## config.mk

```make
export PLATFORM = sky130hd
export DESIGN_NAME = mux_nto1_pipe
export DESIGN_NICKNAME = d
export VERILOG_FILES = /design/src/rtl/mux_nto1_pipe.sv
export SDC_FILE = /design/constraint.sdc
export NUM_CORES = 1
export LEC_CHECK = 0
export CORE_ASPECT_RATIO = 0.9
export CORE_MARGIN = 5
export CORE_UTILIZATION = 37
export DETAILED_ROUTE_END_ITERATION = 8
export PLACE_DENSITY_LB_ADDON = 0.08
export SLEW_MARGIN = 40
export SYNTH_ARGS = -nofsm -noshare
export SYNTH_HDL_FRONTEND = slang
export SYNTH_SLANG_ARGS = --single-unit
```

## constraint.sdc

```tcl
create_clock -name clk_i -period 2.2 [get_ports clk_i]
set_clock_uncertainty 0.2 [all_clocks]
set_input_delay 0.22 -clock clk_i [delete_from_list [all_inputs] [get_ports clk_i]]
set_output_delay 0.22 -clock clk_i [all_outputs]
set_load 0.005 [all_outputs]
```

## src/rtl/mux_nto1_pipe.sv

```systemverilog
// N-to-1 valid/ready multiplexer with a single registered output stage.
// Channel choice is either an explicit select (MODE=0) or round-robin over valid inputs (MODE=1).

module mux_nto1_lane #(
    parameter int SEL_W = 2,
    parameter int K     = 0
) (
    input  logic             out_free,
    input  logic             has_cand,
    input  logic [SEL_W-1:0] cand,
    output logic             ready
);
    assign ready = out_free && has_cand && (cand == SEL_W'(K));
endmodule

module mux_nto1_pipe #(
    parameter int size  = 32,
    parameter int N     = 4,
    parameter int SEL_W = 2,
    parameter int MODE  = 0
) (
    input  logic              clk_i,
    input  logic              rst_i,
    input  logic [N*size-1:0] data_i,
    input  logic [N-1:0]      valid_i,
    output logic [N-1:0]      ready_o,
    input  logic [SEL_W-1:0]  select_i,
    output logic [size-1:0]   data_o,
    output logic              valid_o,
    input  logic              ready_i,
    output logic [SEL_W-1:0]  grant_o
);
    logic             out_free;
    logic             has_cand;
    logic [SEL_W-1:0] cand;
    logic [SEL_W-1:0] rr_ptr;
    logic [size-1:0]  sel_data;
    logic             xfer;

    // Gating with rst_i keeps every ready low while reset is held.
    assign out_free = rst_i && (!valid_o || ready_i);

    always_comb begin
        cand     = '0;
        has_cand = 1'b0;
        if (MODE == 0) begin
            cand     = select_i;
            has_cand = (32'(select_i) < N);
        end else begin
            // Walk downward so the last hit is the first valid channel at/after rr_ptr.
            for (int i = N - 1; i >= 0; i--) begin
                int idx;
                idx = int'(rr_ptr) + i;
                if (idx >= N) idx = idx - N;
                if (valid_i[idx]) begin
                    cand     = SEL_W'(idx);
                    has_cand = 1'b1;
                end
            end
        end
    end

    always_comb begin
        sel_data = '0;
        for (int k = 0; k < N; k++) begin
            if (cand == SEL_W'(k)) sel_data = data_i[k*size +: size];
        end
    end

    for (genvar k = 0; k < N; k++) begin : g_lane
        mux_nto1_lane #(.SEL_W(SEL_W), .K(k)) u_lane (
            .out_free (out_free),
            .has_cand (has_cand),
            .cand     (cand),
            .ready    (ready_o[k])
        );
    end

    assign xfer = |(ready_o & valid_i);

    always_ff @(posedge clk_i or negedge rst_i) begin
        if (!rst_i) begin
            data_o  <= '0;
            valid_o <= 1'b0;
            grant_o <= '0;
            rr_ptr  <= '0;
        end else begin
            if (out_free) begin
                if (xfer) begin
                    data_o  <= sel_data;
                    grant_o <= cand;
                    valid_o <= 1'b1;
                end else begin
                    valid_o <= 1'b0;
                end
            end
            if (MODE == 1 && xfer)
                rr_ptr <= (32'(cand) == N - 1) ? '0 : cand + 1'b1;
        end
    end
endmodule

```

==> flow_summary.yaml, run 1 <==
yosys:
  syn_area_um2: 2290
  synth_cell_types: 20
  synthTopCellsByArea: "dfrtp_1 (38%), mux4_2 (32%), mux2_4 (13%)"
  synth_ff_type: "dfrtp_1"
  synth_commonest_cells: "dfrtp_1 (35), mux4_2 (33), mux2_4 (20)"
  yosysMostFrequentCell: "dfrtp_1"
  async_flop_share: 1.00
  synth.net_count: 266
  synth_top_area_share: 0.383
  synth.largest_area_cell: "dfrtp_1"
  synth_cells: 129
  yosysSeqAreaShare: 0.383
  yosysWarnings: 0
  synth.avg_cell_area_um2: 17.7
  ys_ff_latch: 35
  synth_edf_count: 0
global_routing:
  grt.met3_usage: 0.0744
  grt_use_met2: 0.315
  grt_pass1_wl_um: 10600
  track_usage: 0.172
  busiest_layer: "met2"
  met1_usage: 0.181
  grt_max_degree: 18
  antenna_found_initial: 0
  grt_pass1_vias: 2145
  overflow: 0
clocking:
  numCtsBuffers: 5
  htree_num_levels: 2
  clk_latency_ns: 0.28
  cts-root-buf: "clkbuf_8"
  cts_tree: "done"
  clk_pin_slew_ns: 0.07
  clockBufferDepth: 2
  cts_sinks: 35
timing:
  clock.fmax_mhz: 485
  tightestPinTransition_ns: 0.432
  finalSetupViolCount: 0
  timing.slew.headroom: 0.711
  finalCriticalPeriod_ns: 2.06
  fin_tns_setup_ns: 0
  rsz0062_at_grt: "false"
  postLayoutSetupSlackWorst_ns: 0.140
  slew_viol_final: 0
  final_hold_viol_count: 0
  finalCritPeriodShare: 0.936
  hold_ws_ns: 0.164
placement:
  routabilityCongestion: 0.720
  dpl_worst_slack_ns: 0.0619
  place_hpwl_um: 5840
  dp.cells: 373
  io_buffers: 175
detailed_routing:
  drc_errors: 0
  vias_per_cell: 5.00
  drtAntennaViolNets: 0
  routed_wl_um: 6780
  drt-pass1-iter-count: 4
  wl_per_cell_um: 17.7
  vias: 1915
  drt_iter0_drc: 39
status:
  run_status: "finished, final reports clean"
final_layout:
  final_util: 0.700
  drive_above_1_share: 0.257
  layout.nets: 448
  diodes: 0
  fill_cells: 480
  area_growth_pct: 85.8
  final_cells: 383
worst_setup_path:
  r2r_end: "data_o[14]$_DFFE_PN0P_"
  cp_max_fo: 4
  regToRegSetupSlack_ns: 0.63
  cp_data_arrival_time_ns: 1.64
  cp.required_ns: 1.78
  r2r_start: "valid_o$_DFFE_PN0P_"
  crit_type: "in2out"
  start_kind: "input pin"
  r2r_cells: 5
  worstSetupStartpoint: "ready_i"
  crit_path_end_kind: "primary output"
die:
  die_y_um: 84.6
  num_rows: 27
  num_io_pins: 176
  core_um2: 6080
  die_x_um: 92.9
  die_area_um2: 7860
  initial_core_util: 0.377
power:
  leakage_nw: 1.72
  vdd_ir_drop_max_mv: 0.335
  powerDensity_nw_per_um2: 603
flow_run:
  maxCapViolations: 0
worst_hold_path:
  worstHoldEndpoint: "valid_o$_DFFE_PN0P_"
  hold_class: "in2reg"
  holdPathStages: 3
  min_from: "rst_i"
[flip-flops by register name, summed over array words and instances (netlist names)]
| register | cells |
|---|---|
| data_o | 32 |
| valid_o | 1 |
| grant_o | 2 |
[stage by stage]
| step | cell area [um2] | power, W |
|---|---|---|
| after floorplan | 2290 | 0.00137 |
| after global placement | 4130 | 0.00210 |
| after detailed placement | 4130 | 0.00212 |
| after CTS | 4250 | 0.00260 |
| after global routing | 4250 | 0.00271 |
| final | 4250 | 0.00256 |
[kinds of logic (layout without fill, tap and decap cells)]
kind of cell / count (synthesis) / in the layout / synth area share
multiplexers: 68 / 68 / 0.530
flip-flops: 35 / 35 / 0.383
buffers and inverters: 15 / 197 / 0.0492
AND/OR/NAND/NOR: 8 / 8 / 0.0268
AO/OA/AOI/OAI: 3 / 3 / 0.0120
[critical path: stages]
cell and delay, ns:
clkdlybuf4s50_1 0.44, nand2b_1 0.12, nand2_1 0.13, nor3b_1 0.20
clkdlybuf4s50_1 0.54
[layout by cell type, fill, tap and decap left out]
cell type,netlist,final
and4_1,1,1
a22o_1,1,1
mux4_2,33,33
mux2_2,3,3
nand3_4,1,1
clkdlybuf4s50_1,0,172
clkbuf_8,0,6
nor3b_2,0,1
dfrtp_1,35,35
clkinv_2,0,1
mux2_1,12,12
nor3b_1,2,1
nand3_1,1,1
mux2_4,20,20
nor3_1,1,1
a31o_1,1,1
buf_2,3,3
nand2b_1,1,1
buf_12,0,3
a21bo_1,1,1
nand2_1,1,1
buf_4,4,9
dlygate4sd3_1,0,3
[report_power, final]
| part | switching (W) | internal (W) |
|---|---|---|
| Sequential | 0.000104 | 0.000834 |
| Combinational | 0.000301 | 0.000859 |
| Clock | 0.000219 | 0.000245 |
[layer usage]
layer,vias to the layer above,routed length [um]
li1,885,-
met1,920,2360
met2,106,3570
met3,4,817
met4,0,35
met5,-,0
[area by class of cell]
| cell class | count | area (um2) | share of cell area |
|---|---|---|---|
| well taps | 72 | 90.1 | 0.0212 |
| clock buffers | 6 | 82.6 | 0.0194 |
| flip-flops and latches | 35 | 876 | 0.206 |
| clock inverters | 1 | 5.00 | 0.00118 |
| repair buffers | 190 | 1890 | 0.445 |
| multi-input cells | 79 | 1310 | 0.307 |
[how the worst max path moves through the flow]
stage	to	slack, ns	cells past startpoint
after floorplan	data_o[5]$_DFFE_PN0P_	0.52	4
after global routing	ready_o[1]	0.03	4
after detailed placement	data_o[14]$_DFFE_PN0P_	0.06	5
final	ready_o[2]	0.14	5
after global placement	data_o[17]$_DFFE_PN0P_	0.09	5
after CTS	ready_o[1]	0.09	4
[repair_timing]
action	4_1_cts	5_1_grt
buffers inserted	0	0
hold endpoints to repair	35	0
endpoints found under the setup margin	0	1
hold buffers	3	0
gates resized for setup	0	1
No activity file was read; power rests on OpenSTA's default activity.
==> run 2: changes to the inputs <==
--- a/config.mk
+++ b/config.mk
@@ -5,6 +5,7 @@
 export SDC_FILE = /design/constraint.sdc
 export NUM_CORES = 1
 export LEC_CHECK = 0
+export ABC_CLOCK_PERIOD_IN_PS = 2200
 export CORE_ASPECT_RATIO = 0.9
 export CORE_MARGIN = 5
 export CORE_UTILIZATION = 37
==> results of run 2 <==
No change in the layout: final DEF, timing and power equal those of run 1.
